===== config.mk =====
export PLATFORM = sky130hd
export DESIGN_NAME = id_hazard_ctrl
export DESIGN_NICKNAME = d
export VERILOG_FILES = /design/src/rtl/id_hazard_ctrl.sv
export SDC_FILE = /design/constraint.sdc
export NUM_CORES = 1
export LEC_CHECK = 0
export CAP_MARGIN = 30
export CORE_UTILIZATION = 41
export DETAILED_ROUTE_END_ITERATION = 10
export MAX_ROUTING_LAYER = met4
export PLACE_DENSITY_LB_ADDON = 0.15
export SLEW_MARGIN = 5
export SYNTH_ARGS = -nofsm -noshare
export SYNTH_HDL_FRONTEND = slang
export SYNTH_SLANG_ARGS = --single-unit

===== constraint.sdc =====
create_clock -name clk -period 6.05 [get_ports clk]
set_input_delay 0.9075 -clock clk [delete_from_list [all_inputs] [get_ports clk]]
set_output_delay 0.9075 -clock clk [all_outputs]
set_load 0.005 [all_outputs]

===== src/rtl/id_hazard_ctrl.sv =====
// id_hazard_ctrl: decode-stage hazard and branch-resolution controller for the
// 5-stage MIPS pipeline. It detects load-use and branch operand hazards against
// the EX and MEM destinations, holds multi-cycle stalls in a small FSM, and
// redirects the PC for taken beq/bne using the decode-stage equality flag.
//
// Optional feature macro: FLUSH_CNT_EN (builds the taken-branch flush counter;
// when undefined, flush_count is tied to zero).
//
// Ports:
//   clk, rst                 clock (rising edge), async active-high reset
//   id_opcode/id_rs/id_rt    fields of the IF/ID instruction
//   id_zero                  decode comparator, read_data1 == read_data2
//   ex_reg_write/ex_mem_read/ex_dest   EX-stage writeback info
//   mem_mem_read/mem_dest    MEM-stage load info
//   pc_write, ifid_write     PC and IF/ID load enables
//   ifid_flush, idex_bubble  IF/ID clear, ID/EX nop insert
//   pc_src                   1 = branch target, 0 = PC+4
//   stall_count, flush_count saturating event counters
module id_hazard_ctrl #(
   parameter int unsigned CNT_W = 16
) (
   input  logic             clk,
   input  logic             rst,
   input  logic [5:0]       id_opcode,
   input  logic [4:0]       id_rs,
   input  logic [4:0]       id_rt,
   input  logic             id_zero,
   input  logic             ex_reg_write,
   input  logic             ex_mem_read,
   input  logic [4:0]       ex_dest,
   input  logic             mem_mem_read,
   input  logic [4:0]       mem_dest,
   output logic             pc_write,
   output logic             ifid_write,
   output logic             ifid_flush,
   output logic             idex_bubble,
   output logic             pc_src,
   output logic [CNT_W-1:0] stall_count,
   output logic [CNT_W-1:0] flush_count
);

   localparam logic [5:0] OP_RTYPE = 6'h00;
   localparam logic [5:0] OP_SW    = 6'h2B;
   localparam logic [5:0] OP_BEQ   = 6'h04;
   localparam logic [5:0] OP_BNE   = 6'h05;

   typedef enum logic {
      ST_RUN  = 1'b0,
      ST_HOLD = 1'b1
   } state_e;

   state_e           state_q, state_d;
   logic             rem_q, rem_d;
   logic [CNT_W-1:0] stall_cnt_q, stall_cnt_d;

   logic       is_beq, is_bne, is_br, uses_rt;
   logic       ex_match, mem_match;
   logic [1:0] need_n;
   logic       stall_c, taken_c;

   // Opcode decode and operand matching; register 0 never matches.
   always_comb begin
      is_beq    = (id_opcode == OP_BEQ);
      is_bne    = (id_opcode == OP_BNE);
      is_br     = is_beq || is_bne;
      uses_rt   = (id_opcode == OP_RTYPE) || (id_opcode == OP_SW) || is_br;
      ex_match  = (ex_dest != 5'd0) &&
                  ((ex_dest == id_rs) || (uses_rt && (ex_dest == id_rt)));
      mem_match = (mem_dest != 5'd0) &&
                  ((mem_dest == id_rs) || (uses_rt && (mem_dest == id_rt)));
   end

   // Stall requirement; first matching rule wins.
   always_comb begin
      need_n = 2'd0;
      if (is_br && ex_match && ex_mem_read)
         need_n = 2'd2;
      else if (is_br && ex_match && ex_reg_write)
         need_n = 2'd1;
      else if (is_br && mem_match && mem_mem_read)
         need_n = 2'd1;
      else if (!is_br && ex_match && ex_mem_read)
         need_n = 2'd1;
   end

   // Next state; a stall always masks the branch, which is re-evaluated later.
   always_comb begin
      state_d = state_q;
      rem_d   = rem_q;
      stall_c = 1'b0;
      taken_c = 1'b0;
      case (state_q)
         ST_RUN: begin
            if (need_n != 2'd0) begin
               stall_c = 1'b1;
               if (need_n == 2'd2) begin
                  state_d = ST_HOLD;
                  rem_d   = 1'b1;
               end
            end else begin
               taken_c = (is_beq && id_zero) || (is_bne && !id_zero);
            end
         end
         ST_HOLD: begin
            stall_c = 1'b1;
            rem_d   = rem_q - 1'b1;
            if (rem_d == 1'b0)
               state_d = ST_RUN;
         end
         default: state_d = ST_RUN;
      endcase
   end

   // Saturating stall counter.
   always_comb begin
      stall_cnt_d = stall_cnt_q;
      if (stall_c && !(&stall_cnt_q))
         stall_cnt_d = stall_cnt_q + CNT_W'(1);
   end

   always_ff @(posedge clk or posedge rst) begin
      if (rst) begin
         state_q     <= ST_RUN;
         rem_q       <= 1'b0;
         stall_cnt_q <= '0;
      end else begin
         state_q     <= state_d;
         rem_q       <= rem_d;
         stall_cnt_q <= stall_cnt_d;
      end
   end

   // Control outputs are combinational; reset forces the idle values.
   assign pc_write    = rst | ~stall_c;
   assign ifid_write  = rst | ~stall_c;
   assign idex_bubble = ~rst & stall_c;
   assign pc_src      = ~rst & taken_c;
   assign ifid_flush  = ~rst & taken_c;
   assign stall_count = stall_cnt_q;

`ifdef FLUSH_CNT_EN
   logic [CNT_W-1:0] flush_cnt_q, flush_cnt_d;

   // Saturating count of cycles with ifid_flush asserted.
   always_comb begin
      flush_cnt_d = flush_cnt_q;
      if (taken_c && !(&flush_cnt_q))
         flush_cnt_d = flush_cnt_q + CNT_W'(1);
   end

   always_ff @(posedge clk or posedge rst) begin
      if (rst)
         flush_cnt_q <= '0;
      else
         flush_cnt_q <= flush_cnt_d;
   end

   assign flush_count = flush_cnt_q;
`else
   assign flush_count = '0;
`endif

endmodule


==> results of run 1 <==
cell usage in the layout, fill, tap and decap left out, drive strengths merged:
cell	netlist	routed
conb	1	16
ha	1	1
nor2b	2	2
nor2	6	6
o221ai	1	1
a31o	2	2
or4	2	2
a21oi	2	2
and3	8	8
mux2i	2	2
dfrtp	18	18
nand2	5	5
nor3	4	4
nand2b	1	1
a2bb2oi	1	1
nand3	7	7
xor2	19	19
clkbuf	1	4
a22oi	1	1
mux2	2	2
and2	2	2
nor4	3	3
nand4	7	7
o2111ai	1	1
inv	4	4
xnor2	15	15
a31oi	1	1
o21ai	2	2
clkdlybuf4s50	0	52
and4	2	2
power breakdown:
part,switching (µW),total [µW],internal (µW)
clock,37.3,73.9,36.7
sequential,16.0,149,133
combinational,37.7,94.5,56.8
total,91.0,318,227
synthesized netlist by cell type (all sizes together):
cell type / n / area, µm²
inv: 4 / 15.0
nand3: 7 / 50.1
o21ai: 2 / 13.8
ha: 1 / 12.5
a21oi: 2 / 13.8
a31oi: 1 / 6.26
conb: 1 / 3.75
and4: 2 / 17.5
nor2b: 2 / 12.5
mux2i: 2 / 20.0
nand4: 7 / 43.8
xor2: 19 / 166
buf: 19 / 146
and3: 8 / 50.1
or4: 2 / 15.0
nor3: 4 / 31.3
dfrtp: 18 / 450
o2111ai: 1 / 15.0
a22oi: 1 / 7.51
a2bb2oi: 1 / 15.0
a31o: 2 / 17.5
o221ai: 1 / 8.76
and2: 2 / 12.5
clkbuf: 1 / 3.75
nand2b: 1 / 6.26
nor2: 6 / 25.0
nor4: 3 / 25.0
nand2: 5 / 18.8
mux2: 2 / 22.5
xnor2: 15 / 131
worst min-delay path by stage:
stage                endpoint            from  slack, ns
2_1_floorplan           rem_q           rem_q       0.44
3_3_place_gp            rem_q           rem_q       0.45
3_5_place_dp            rem_q           rem_q       0.46
4_1_cts        stall_count[4]  stall_count[4]       0.50
5_1_grt                 rem_q           rem_q       0.52
6_report       stall_count[4]  stall_count[4]       0.50
cells by family after synthesis:
kind of cell,Yosys count
mux,4
buf+inv,24
xor+xnor,34
other cells,1
simple gates,49
compound gates,11
fa+ha+maj,1
flops,18
stage by stage:
stage                     hold WS [ns]  setup WS [ns]  total power [µW]
after floorplan                  0.442           2.76               196
after global placement           0.453           1.82               242
after detailed placement         0.463           1.75               246
after CTS                        0.501           1.75               322
after global routing             0.516           1.61               337
final                            0.498           1.78               318
metal layers:
metal  track usage, %  vias up  share of wire (%)  routed length, µm
li1                 -      563                  -                  -
met1             23.2      529                 46               1410
met2             30.0       48                 46               1410
met3             4.11        2                6.8                208
met4             4.65        0               0.43                 13
met5                -        -                  0                  0
flip-flops by register name, indices dropped and copies added, names as in the netlist:
| name | count |
|---|---|
| stall_count | 16 |
| rem_q | 1 |
| state_q | 1 |
cell type report:
type / instances / area, µm² / share of cell area [%]
multi-input cells: 115 / 818 / 43.2
clock buffers: 4 / 36.3 / 1.91
flip-flops and latches: 18 / 450 / 23.8
well taps: 44 / 55.1 / 2.90
inverters: 4 / 15.0 / 0.792
repair buffers: 52 / 520 / 27.5
==> out/qor.csv, run 1 <==
stage;metric;value;unit
logic_synthesis;synthMuxAreaShare;3.09;%
logic_synthesis;synth-compound-area-share;7.08;%
logic_synthesis;yosysWarnings;0;
logic_synthesis;synth-xor-area-share;21.6;%
cts;clock_path_buffers;2;
worst_setup_path;cp_max_fo;4;
logic_synthesis;yosysSeqAreaShare;32.7;%
worst_setup_path;crit_top_cell;clkdlybuf4s50_1;
cts;cts_tree;done;
detailed_routing;vias;1142;
cts;cts.sinks;18;
worst_setup_path;start_kind;input pin;
cells_and_area;final_util;60.6;%
placed_design;place.gp.congestion;0.803;
cells_and_area;final_cell_area;0.00190;mm²
logic_synthesis;synthCells;142;
floorplanning;io_pins;69;
grt;grt_pass1_vias;1113;
worst_setup_path;critPathKind;in2out;
detailed_routing;drt_wl_total;3040;µm
grt;antenna_found_initial;0;
power_and_ir_drop;p_per_area;168;mW/mm²
cts;cts-root-buf;clkbuf_4;
worst_hold_path;hp-class;reg2reg;
worst_setup_path;cpPeakStageDelay;0.55;ns
grt;grt_pass1_wl;4930;µm
floorplanning;rows;20;
grt;overflow;0;
cells_and_area;drive_gt1_share;8.29;%
cts;holdBufCountCts;0;
detailed_routing;drt.antenna.violating_nets;0;
grt;grt_use_total;18.5;%
worst_setup_path;cp_slowest_cell;or4_1;
worst_setup_path;reg2reg_depth;5;
floorplanning;dieArea;0.00360;mm²
timing;fin_crit;4.27;ns
detailed_routing;firstDrtPassIters;4;
timing;slew_viol_final;0;
placed_design;hpwl;2360;µm
detailed_routing;drc;0;
placed_design;dp_cells;233;
logic_synthesis;yosys.area_share.simple;22.3;%
timing;worst_slew_pin_slew;0.731;ns
power_and_ir_drop;cellLeakagePower;0.000786;µW
timing;grt_setup_unrepaired;no;
timing;fin_setup_tns;0;ns
cts;post_cts_buffers;0;
worst_hold_path;hold-path-cell-count;1;
detailed_routing;viasPerCell;4.82;
floorplanning;fp.dieH;60.0;µm
worst_setup_path;r2r-start;stall_count[0];
cells_and_area;fin_nets;227;
worst_setup_path;crit_end;ifid_write;
cells_and_area;area_growth;37.6;%
worst_setup_path;reg2reg_slack;3.76;ns
worst_setup_path;crit_required;5.14;ns
cells_and_area;nFillCells;295;
grt;grt_max_degree;21;
detailed_routing;wire_per_inst;12.8;µm
floorplanning;core_area;0.00313;mm²
timing;fmax;0.234;GHz
status;outcome;completed;
timing;post-route-period-util;70.5;%
cts;cts-resized-gates;0;
cts;cts_buffers;3;
detailed_routing;drt-initial-drc-count;35;
placed_design;port_buffers;52;
power_and_ir_drop;vdd_drop_max;0.152;mV
logic_synthesis;synth_top_family_by_area;simple AND/OR/NAND/NOR gates;
worst_setup_path;cp.arrival;3.36;ns
cts;clk_latency;0.29;ns
cells_and_area;fin_cells;237;
timing;relSlewSlack;51.2;%
worst_setup_path;crit_start;ex_dest[1];
logic_synthesis;synth-seq-cells;18;
timing;fin_worst_skew;0.00702;ns
floorplanning;floorplan.initialDensity;44.0;%
worst_setup_path;critPathBufInv;3;
worst_setup_path;cp.depth;9;
cts;htree_levels;1;
cts;cts.clk_slew.worst_paths;0.10;ns
timing;hold_viol_final;0;
worst_setup_path;r2r_end;stall_count[1];
placed_design;postPlaceCellArea;0.00186;mm²
timing;setup_viol;0;
logic_synthesis;synth-adder-area-share;0.908;%
worst_setup_path;path_cells;clkdlybuf4s50_1 -> or4_1 -> nor2_2 -> nor4_2 -> a21oi_2 -> o221ai_1 -> and2_1 -> inv_1 -> clkdlybuf4s50_1;
logic_synthesis;avgSynthCellArea;9.70;µm²
worst_setup_path;crit_path_end_kind;output port;
cells_and_area;antennaDiodeCount;0;
worst_setup_path;cp_top_family;buffers and inverters;
floorplanning;dieWidth;60.0;µm
logic_synthesis;synth_cell_types;39;
run;max_cap_violations;0;
logic_synthesis;synthesis.area;0.00138;mm²
Note: power is estimated with default switching activity, not from simulation.
==> run 2, diff against run 1 <==
--- a/config.mk
+++ b/config.mk
@@ -6,7 +6,7 @@
 export NUM_CORES = 1
 export LEC_CHECK = 0
 export CAP_MARGIN = 30
-export CORE_UTILIZATION = 41
+export CORE_UTILIZATION = 40
 export DETAILED_ROUTE_END_ITERATION = 10
 export MAX_ROUTING_LAYER = met4
 export PLACE_DENSITY_LB_ADDON = 0.15
==> constraint.sdc (replaced) <==
create_clock -name clk -period 4.15 [get_ports clk]
set_input_delay 0.6225 -clock clk [delete_from_list [all_inputs] [get_ports clk]]
set_output_delay 0.6225 -clock clk [all_outputs]
set_load 0.005 [all_outputs]
==> run 2 against run 1 <==
Utilization is 0.24 points lower; combinational power is 44% higher; clock-buffer cell count stayed put; worst setup slack worse by 1.4 ns; die area is 2.4% higher; total power is 45% higher; hold slack worse by 0.022 ns; flip-flop and latch count stayed put; critical path type unchanged; largest cell class unchanged.
==> out/qor.csv, run 2 (same netlist as run 1, synthesis figures left out) <==
stage;metric;value;unit
status;outcome;completed;
grt;grt_max_degree;15;
cts;cts-resized-gates;0;
cts;clk_latency;0.30;ns
timing;fin_worst_skew;0.00655;ns
cts;post_cts_buffers;0;
worst_setup_path;cp_max_fo;4;
worst_setup_path;crit_required;3.53;ns
worst_setup_path;cp.arrival;3.11;ns
placed_design;pre_cts_ws;0.407;ns
floorplanning;rows;20;
grt;antenna_found_initial;0;
cells_and_area;layout_commonest_cell;clkdlybuf4s50_1;
worst_setup_path;path_cells;clkdlybuf4s50_1 -> or4_1 -> nor2_2 -> nor4_2 -> a21oi_2 -> o221ai_1 -> and2_1 -> inv_1 -> clkdlybuf4s50_1;
power_and_ir_drop;vdd_drop_max;0.195;mV
power_and_ir_drop;combPwrFrac;29.7;%
cts;clock_path_buffers;2;
cts;cts_buffers;3;
timing;finalWorstSetupSlack;0.417;ns
worst_setup_path;cpPeakStageDelay;0.56;ns
timing;relSlewSlack;56.7;%
detailed_routing;drt-initial-drc-count;23;
placed_design;place.gp.congestion;0.828;
worst_setup_path;crit_top_cell;clkdlybuf4s50_1;
detailed_routing;highest_layer;met4;
worst_setup_path;critPathKind;in2out;
floorplanning;io_pins;69;
detailed_routing;drt.antenna.violating_nets;0;
worst_hold_path;hp-class;reg2reg;
cts;cts_tree;done;
placed_design;hpwl;2420;µm
floorplanning;dieArea;0.00368;mm²
timing;worst_slew_pin_slew;0.650;ns
cells_and_area;layout_common_cells;clkdlybuf4s50_1, xor2_1, dfrtp_1;
cts;cts.sinks;18;
power_and_ir_drop;swShare;28.1;%
cts;cts-root-buf;clkbuf_4;
detailed_routing;drt_wl_total;3030;µm
power_and_ir_drop;p_per_area;242;mW/mm²
grt;grt_pass1_vias;1139;
placed_design;port_buffers;52;
timing;hold_viol_final;0;
detailed_routing;wl_met2;1360;µm
cts;cts.clk_slew.worst_paths;0.09;ns
timing;setup_viol;0;
detailed_routing;vias;1148;
power_and_ir_drop;pwr-share-clk;23.2;%
floorplanning;fp.dieH;60.7;µm
cts;holdBufCountCts;0;
timing;post-route-period-util;90.0;%
worst_setup_path;start_kind;input pin;
detailed_routing;firstDrtPassIters;4;
cells_and_area;antennaDiodeCount;0;
cells_and_area;largest_reg_flops;16;
worst_setup_path;cp_slowest_cell;or4_1;
timing;grt_setup_unrepaired;no;
run;max_cap_violations;0;
power_and_ir_drop;seq_power_share;47.1;%
worst_setup_path;crit_path_end_kind;output port;
cells_and_area;drive_gt1_share;8.76;%
detailed_routing;dr_wl_met3;165;µm
timing;fin_crit;3.73;ns
cells_and_area;area_growth;38.1;%
detailed_routing;wire_per_inst;12.7;µm
grt;grt_pass1_wl;4970;µm
timing;slew_viol_final;0;
grt;grt_use_total;18.7;%
detailed_routing;viasPerCell;4.82;
floorplanning;dieWidth;60.7;µm
timing;fmax;0.268;GHz
power_and_ir_drop;cellLeakagePower;0.000791;µW
timing;fin_setup_tns;0;ns
detailed_routing;m1WireLength;1460;µm
power_and_ir_drop;p_int;331;µW
cts;htree_levels;1;
grt;overflow;0;
cells_and_area;fin_nets;228;
floorplanning;floorplan.initialDensity;43.7;%
power_and_ir_drop;p_switching;129;µW
detailed_routing;drc;0;
floorplanning;core_area;0.00315;mm²
==> run 2: changes by cell type in the layout (fill, tap and decap cells not counted) <==
cell and change:
buf_4 +1
==> run 2: path summary, 6_finish.rpt <==
| path | startpoint | endpoint | slack (ns) | depth (start not counted) |
|---|---|---|---|---|
| worst max-delay path | ex_dest[1] | ifid_write | 0.42 | 9 |
| worst min-delay path | rem_q | rem_q | 0.48 | 1 |
| worst max register to register | stall_count[0] | stall_count[1] | 1.89 | 5 |
| worst min register to register | rem_q | rem_q | 0.48 | 1 |
| max in group asynchronous | rst | stall_count[7] | 3.12 | 3 |
| min in group asynchronous | rst | stall_count[10] | 0.57 | 2 |
==> run 2: area by class of cell <==
type | count | area (µm²)
Fill cell | 290 | 1250
Inverter | 4 | 15.0
Timing Repair Buffer | 53 | 528
Multi-Input combinational cell | 115 | 818
Sequential cell | 18 | 450
Tap cell | 44 | 55.1
Clock buffer | 4 | 36.3
==> run 2: worst max-delay path, delay by kind of cell <==
| kind | cells | cell delay, ns |
|---|---|---|
| compound gates | 2 | 0.44 |
| buf+inv | 3 | 1.04 |
| simple gates | 4 | 1.01 |
==> run 2: layer usage <==
layer / vias up / GRT usage (%)
li1: 565 / -
met1: 532 / 23.5
met2: 46 / 30.6
met3: 5 / 2.77
met4: 0 / 6.82
met5: - / -
==> run 2: stage by stage <==
step           total power (µW)  instances  util, %  instance area, µm²  hold slack [ns]
6_report                    460        238     60.4                1900            0.475
5_1_grt                     489        238     60.4                1900            0.518
4_1_cts                     468        238     60.4                1900            0.483
3_5_place_dp                356        234     59.2                1870            0.469
3_3_place_gp                354        234     59.2                1870            0.453
2_1_floorplan               285        157        -                1430            0.442
==> run 2: power by group through the flow <==
| stage | Clock, µW | Sequential [µW] | Combinational [µW] |
|---|---|---|---|
| floorplan | 0 | 218 | 67.0 |
| global placement | 0 | 219 | 135 |
| detailed placement | 0 | 220 | 137 |
| CTS | 112 | 217 | 138 |
| global route | 117 | 221 | 152 |
| finish | 107 | 217 | 136 |
==> run 3, diff against run 2 <==
--- a/config.mk
+++ b/config.mk
@@ -6,10 +6,12 @@
 export NUM_CORES = 1
 export LEC_CHECK = 0
 export CAP_MARGIN = 30
-export CORE_UTILIZATION = 40
+export CORE_UTILIZATION = 41
 export DETAILED_ROUTE_END_ITERATION = 10
+export DONT_BUFFER_PORTS = 1
 export MAX_ROUTING_LAYER = met4
 export PLACE_DENSITY_LB_ADDON = 0.15
+export SKIP_CTS_REPAIR_TIMING = 1
 export SLEW_MARGIN = 5
 export SYNTH_ARGS = -nofsm -noshare
 export SYNTH_HDL_FRONTEND = slang
==> constraint.sdc (replaced) <==
create_clock -name clk -period 4.6 [get_ports clk]
set_input_delay 0.69 -clock clk [delete_from_list [all_inputs] [get_ports clk]]
set_output_delay 0.69 -clock clk [all_outputs]
set_load 0.005 [all_outputs]
==> run 3 against run 2 <==
Worst setup slack better by 1.2 ns; non-clock buffer count fell by 53; largest cell class unchanged; largest power group unchanged; critical endpoint is now pc_write; first-iteration DRC count down 35%; critical path type unchanged.
==> out/qor.csv, run 3 (same netlist as run 1, synthesis figures left out) <==
stage;metric;value;unit
cells_and_area;layout_commonest_cell;xor2_1;
timing;grt_setup_unrepaired;no;
timing;worst_slew_pin_slew;0.735;ns
timing;setup_viol;0;
power_and_ir_drop;p_total;353;µW
timing;hold_ws;0.400;ns
detailed_routing;drt-initial-drc-count;15;
floorplanning;dieArea;0.00360;mm²
timing;fin_crit;2.95;ns
placed_design;hpwl;2050;µm
timing;post-route-period-util;64.2;%
timing;hold_viol_final;0;
worst_setup_path;cp_top_family;simple AND/OR/NAND/NOR gates;
timing;fin_worst_skew;0.000909;ns
cells_and_area;fin_nets;175;
grt;antenna_found_initial;0;
detailed_routing;drc;0;
power_and_ir_drop;p_per_area;257;mW/mm²
power_and_ir_drop;p_switching;101;µW
grt;overflow;0;
detailed_routing;vias;946;
detailed_routing;wire_per_inst;13.5;µm
cells_and_area;largest_reg_flops;16;
placed_design;port_buffers;0;
floorplanning;floorplan.initialDensity;44.0;%
power_and_ir_drop;cellLeakagePower;0.000589;µW
detailed_routing;viasPerCell;5.11;
worst_setup_path;cp_max_fo;4;
floorplanning;io_pins;69;
grt;grt_max_degree;21;
worst_setup_path;start_kind;input pin;
cells_and_area;layout_common_cells;xor2_1, dfrtp_1, conb_1;
cts;cts_tree;done;
cells_and_area;drive_gt1_share;11.3;%
placed_design;place.gp.congestion;0.858;
cts;clk_latency;0.29;ns
cells_and_area;area_growth;-0.182;%
worst_setup_path;critPathKind;in2out;
worst_setup_path;critPathBufInv;1;
floorplanning;fp.dieH;60.0;µm
cts;cts.sinks;18;
timing;fin_setup_tns;0;ns
floorplanning;rows;20;
power_and_ir_drop;swShare;28.6;%
grt;grt_pass1_wl;4090;µm
worst_setup_path;crit_path_end_kind;output port;
timing;fmax;0.339;GHz
detailed_routing;drt.antenna.violating_nets;0;
grt;grt_pass1_vias;906;
cts;htree_levels;1;
worst_setup_path;path_cells;or4_1 -> nor2_2 -> nor4_2 -> a21oi_2 -> o221ai_1 -> and2_1 -> inv_1;
placed_design;dp_cells;181;
power_and_ir_drop;combPwrFrac;16.1;%
worst_setup_path;cp.arrival;2.26;ns
cts;cts-root-buf;clkbuf_4;
timing;relSlewSlack;50.9;%
cts;cts_buffers;3;
grt;grt_use_total;15.5;%
floorplanning;dieWidth;60.0;µm
status;outcome;completed;
power_and_ir_drop;vdd_drop_max;0.232;mV
worst_setup_path;crit_required;3.91;ns
cts;cts.clk_slew.worst_paths;0.10;ns
worst_setup_path;cpPeakStageDelay;0.54;ns
detailed_routing;drt_wl_total;2500;µm
timing;slew_viol_final;0;
power_and_ir_drop;p_int;252;µW
worst_setup_path;cp_slowest_cell;or4_1;
cells_and_area;fin_cells;185;
detailed_routing;firstDrtPassIters;3;
run;max_cap_violations;0;
worst_hold_path;hp-class;in2async;
cts;clock_path_buffers;2;
power_and_ir_drop;seq_power_share;56.4;%
cells_and_area;antennaDiodeCount;0;
floorplanning;core_area;0.00313;mm²
power_and_ir_drop;pwr-share-clk;27.6;%
==> run 3: power by group through the flow <==
stage / combinational (µW) / clock [µW] / sequential, µW
after floorplan: 60.4 / 0 / 197
after global placement: 56.1 / 0 / 201
after detailed placement: 57.6 / 0 / 202
after CTS: 57.8 / 101 / 199
after global routing: 66.2 / 108 / 203
final: 56.8 / 97.3 / 199
==> run 3: area by class of cell <==
class | count | area (µm²)
inverter | 4 | 15.0
multi-input combinational | 115 | 818
fill | 319 | 1750
tap | 44 | 55.1
clock buffer | 4 | 36.3
sequential | 18 | 450
==> run 3: stage by stage <==
| step | setup slack, ns | instance area, µm² | utilization (%) |
|---|---|---|---|
| after detailed placement | 1.64 | 1340 | 42.8 |
| after global placement | 1.70 | 1340 | 42.8 |
| after CTS | 1.65 | 1380 | 44.0 |
| after floorplan | 1.75 | 1430 | - |
| after global routing | 1.48 | 1380 | 44.0 |
| final | 1.65 | 1380 | 44.0 |
==> run 3: routing by layer <==
metal	global-route usage (%)	vias up	part of all wire, %
met1	19.2	439	46
met5	-	-	0
li1	-	458	-
met3	5.63	2	7.8
met4	2.99	0	0.40
met2	24.3	47	45
==> run 3: worst register-to-register path: stages, from the launching register on <==
cell	delay [ns]
dfrtp_1	0.46
ha_1	0.25
and3_1	0.29
a31o_2	0.29
o21ai_2	0.51
mux2_2	0.40
==> run 3: final timing paths <==
path	startpoint	endpoint	slack, ns	depth (start not counted)
setup / recovery	ex_dest[1]	pc_write	1.65	7
hold / removal	rst	stall_count[3]	0.40	1
setup reg to reg	stall_count[0]	stall_count[1]	2.30	5
hold reg to reg	rem_q	rem_q	0.48	1
max in group asynchronous	rst	stall_count[15]	3.74	1
min in group clk	rem_q	rem_q	0.48	1
==> variant 1 (settings of run 3) <==
Set the parameter `CNT_W` to 20 (it was 16).
--- a/src/rtl/id_hazard_ctrl.sv
+++ b/src/rtl/id_hazard_ctrl.sv
@@ -17,7 +17,7 @@
 //   pc_src                   1 = branch target, 0 = PC+4
 //   stall_count, flush_count saturating event counters
 module id_hazard_ctrl #(
-   parameter int unsigned CNT_W = 16
+   parameter int unsigned CNT_W = 20
 ) (
    input  logic             clk,
    input  logic             rst,
Interface: changed (resized flush_count and stall_count); port bits go from 69 to 77. No check against the original RTL was run, so the function may have changed too.
==> variant 1 against run 3 <==
  * Total power grew 14%
  * Combinational power up 14%
  * Fmax decreased by 2.4%
  * Clock skew up 0.0011 ns
  * Worst setup slack worse by 0.073 ns
  * Core utilization fell by 0.41 points
  * Sequential cell count rose by 4
  * Routed wire length grew 30%
  * Area after synthesis up 18%
  * Critical path depth down 1
  * Design area grew 19%
  * Critical path type unchanged
  * Largest power group unchanged
==> variant 1: results <==
export IMPL_antenna_cells=0
export IMPL_synth_common_cells="27 x xor2_1, 22 x buf_4, 22 x dfrtp_1"
export IMPL_timing_final_max_slew_violations=0
export IMPL_fin_skew_ns=0.00201
export IMPL_timing_max_cap_violations=0
export IMPL_worst_pin_slew_ns=0.872
export IMPL_placedCellCount=222
export IMPL_grt_pass1_wl_mm=5.22
export IMPL_max_stage_delay_ns=0.37
export IMPL_clk_pin_slew_worst_paths_ns=0.07
export IMPL_grt_use_total=0.163
export IMPL_synth_top_cell_area_share=0.337
export IMPL_dpl_cell_area_mm2=0.00159
export IMPL_drtPass1Iterations=4
export IMPL_wl_mm=3.25
export IMPL_p_int_mw=0.292
export IMPL_crit_arrival_ns=2.34
export IMPL_ys_seq_area_frac=0.337
export IMPL_largest_reg_flops=20
export IMPL_drive_above_1_share=0.0621
export IMPL_cellLeakagePower_nw=0.746
export IMPL_synthCells=178
export IMPL_nNetsFinal=212
export IMPL_min_path_type="flip-flop to flip-flop"
export IMPL_clock_latency_ns=0.25
export IMPL_ir_worst_vdd_uv=169
export IMPL_cts_root_buf="clkbuf_8"
export IMPL_status="complete, no violations"
export IMPL_dpl_hpwl_mm=2.51
export IMPL_netlist_top_cells_area="dfrtp_1 34%, xor2_1 14%, buf_4 10%, xnor2_1 5.4%, nor3_1 5.2%"
export IMPL_path_max_fanout=21
export IMPL_post_drt_wl_per_cell_um=14.5
export IMPL_cts_max_path_buffers=2
export IMPL_dr_total_vias=1194
export IMPL_portBuffers=0
export IMPL_antenna_found_initial=0
export IMPL_place_ws_ns=1.59
export IMPL_cts_buffers=3
export IMPL_slowest_stage="nor4_1"
export IMPL_synth_distinct_cells=39
export IMPL_place_congestion=0.759
export IMPL_async_flop_share=1.00
export IMPL_drtIter0Drc=24
export IMPL_grt_max_degree=24
export IMPL_ctsHtreeMaxLevel=1
export IMPL_yosysWarnings=0
==> variant 1: power by group through the flow <==
stage	Sequential (mW)	Combinational, mW	Clock [mW]
after detailed placement	0.226	0.0648	0
after global placement	0.225	0.0630	0
after floorplan	0.222	0.0660	0
after global routing	0.224	0.0761	0.128
after CTS	0.222	0.0655	0.121
final	0.222	0.0646	0.115
==> variant 1: routing by layer <==
| layer | track usage | routed length [µm] |
|---|---|---|
| met3 | 0.0405 | 356 |
| met1 | 0.173 | 1240 |
| met2 | 0.292 | 1630 |
| met5 | - | 0 |
| met4 | 0.0571 | 23 |
==> variant 1: final timing paths <==
path | from | endpoint | slack (ns) | cells past startpoint
setup / recovery | ex_dest[1] | ifid_flush | 1.57 | 6
hold / removal | rem_q | state_q | 0.48 | 1
setup reg to reg | stall_count[0] | stall_count[17] | 2.20 | 7
hold reg to reg | rem_q | state_q | 0.48 | 1
max in group asynchronous | rst | stall_count[17] | 3.56 | 1
min in group asynchronous | rst | stall_count[5] | 0.50 | 1
==> variant 1: critical path, delay by kind of cell <==
kind / cells / cell delay [ns]
AND/OR/NAND/NOR: 3 / 0.92
AO/OA/AOI/OAI: 2 / 0.41
buffers and inverters: 1 / 0.30
==> variant 1: kinds of logic after synthesis <==
family	synth area share
other	0.00230
flip-flops	0.337
AO/OA/AOI/OAI	0.0414
buffers and inverters	0.118
AND/OR/NAND/NOR	0.252
XOR/XNOR	0.199
adder cells (fa/ha/maj)	0.00767
multiplexers	0.0422
==> variant 1: layout make-up <==
type                    instances  area (µm²)
clock buffers                   3        41.3
fillers                       391        2110
flip-flops and latches         22         551
repair buffers                  1        7.51
multi-input cells             148         960
well taps                      48        60.1
inverters                       3        11.3
==> variant 2 (config.mk and constraints of run 3) <==
Without the edit above. Put one more register stage on the output `stall_count`, with the module's reset. The value now appears one clock later. The other outputs are not delayed to match.
--- a/src/rtl/id_hazard_ctrl.sv
+++ b/src/rtl/id_hazard_ctrl.sv
@@ -136,7 +136,13 @@
    assign idex_bubble = ~rst & stall_c;
    assign pc_src      = ~rst & taken_c;
    assign ifid_flush  = ~rst & taken_c;
-   assign stall_count = stall_cnt_q;
+   always_ff @(posedge clk or posedge rst) begin
+      if (rst) begin
+         stall_count <= '0;
+      end else begin
+         stall_count <= stall_cnt_q;
+      end
+   end
 
 `ifdef FLUSH_CNT_EN
    logic [CNT_W-1:0] flush_cnt_q, flush_cnt_d;
Function: changed (a bounded check fails within 4 cycles, from zero or initial values and one cycle with rst high).
==> variant 2 against run 3 <==
  * Worst setup slack worse by 0.11 ns
  * Sequential cell count is 16 higher
  * Routed wire length grew 14%
  * Design area rose by 35%
  * Hold slack got worse by 0.0081 ns
  * Combinational power is 0.9% higher
  * First-iteration DRC count rose by 87%
  * Clock power rose to 2.5 times the old value
  * Die area up 27%
  * Total power grew 83%
  * Sequential share of layout area increased by 13 points
  * Area after synthesis rose by 28%
  * Critical path type unchanged
  * Largest cell class is now sequential cells
  * Largest power group unchanged
==> variant 2: results <==
export IMPL_synth_compound_area_frac=0.0440
export IMPL_nNetsFinal=195
export IMPL_path_max_fanout=3
export IMPL_synthXorXnorAreaFrac=0.174
export IMPL_p_sw_mw=0.145
export IMPL_grt_max_degree=36
export IMPL_netlist_top_cells_area="dfrtp_1 48%, xnor2_1 15%, buf_4 7.7%, nand4_1 3.5%, nand3_1 3.1%"
export IMPL_cts_buffers=5
export IMPL_crit_start="ex_dest[1]"
export IMPL_fin_skew_ns=0.00606
export IMPL_drtPass1Iterations=4
export IMPL_dpl_cell_area_mm2=0.00174
export IMPL_ctsHtreeMaxLevel=2
export IMPL_drtIter0Drc=28
export IMPL_crit_arrival_ns=2.37
export IMPL_synth_distinct_cells=32
export IMPL_grt_pass1_wl_mm=4.80
export IMPL_portBuffers=0
export IMPL_wl_mm=2.86
export IMPL_synth_fa_ha_area_frac=0.00710
export IMPL_ir_worst_vdd_uv=115
export IMPL_relSlewSlack=0.617
export IMPL_r2r_start="stall_cnt_q[0]"
export IMPL_via_per_inst=5.15
export IMPL_first_global_vias=1066
export IMPL_cellLeakagePower_nw=0.807
export IMPL_ys_seq_area_frac=0.483
export IMPL_dpl_hpwl_mm=2.14
export IMPL_status="complete, no violations"
export IMPL_synth_common_cells="34 x dfrtp_1, 31 x xnor2_1, 18 x buf_4"
export IMPL_clk_pin_slew_worst_paths_ns=0.06
export IMPL_place_congestion=0.878
==> variant 2: per-layer routing <==
metal	part of all wire	track usage	up-vias	wire, µm
li1	-	-	512	-
met1	0.46	0.183	521	1300
met2	0.45	0.219	60	1290
met3	0.075	0.0439	4	213
met4	0.019	0.0612	0	55
met5	0	-	-	0
==> variant 2: metrics by stage <==
| step | std cells | setup slack (ns) | utilization |
|---|---|---|---|
| 2_1_floorplan | 173 | 1.59 | - |
| 5_1_grt | 213 | 1.44 | 0.457 |
| 3_5_place_dp | 205 | 1.54 | 0.430 |
| 6_report | 213 | 1.54 | 0.457 |
| 3_3_place_gp | 205 | 1.58 | 0.430 |
| 4_1_cts | 213 | 1.53 | 0.457 |
==> variant 2: kinds of logic after synthesis <==
group / after synthesis
AOI/OAI and AO/OA: 8
xor gates and xnor gates: 35
adders and majority gates: 1
buffers and inverters: 23
DFF: 34
muxes: 4
other: 1
and+or+nand+nor: 52
==> variant 2: power by group through the flow <==
stage                     Combinational [mW]  Clock, mW  Sequential (mW)
final                                 0.0573      0.246            0.344
after global placement                0.0564          0            0.350
after global routing                  0.0672      0.269            0.348
after CTS                             0.0583      0.256            0.345
after floorplan                       0.0600          0            0.345
after detailed placement              0.0582          0            0.351
==> variant 2: path summary, 6_finish.rpt <==
check / cells past startpoint / slack [ns] / endpoint
worst max-delay path: 6 / 1.54 / ifid_flush
worst min-delay path: 2 / 0.39 / rem_q
worst max register to register: 7 / 2.33 / stall_cnt_q[1]
worst min register to register: 0 / 0.44 / stall_count[14]
max in group asynchronous: 2 / 3.90 / stall_count[3]
min in group clk: 0 / 0.44 / stall_count[14]
==> variant 2: worst max-delay path, delay by kind of cell <==
kind	cells	cell delay, ns
and+or+nand+nor	4	1.30
AOI/OAI and AO/OA	2	0.37
==> variant 2: area by class of cell <==
class,instances,area [µm²]
tap,50,62.6
multi-input combinational,116,807
inverter,4,15.0
sequential,34,851
fill,363,2200
timing repair buffer,1,7.51
clock buffer,8,110
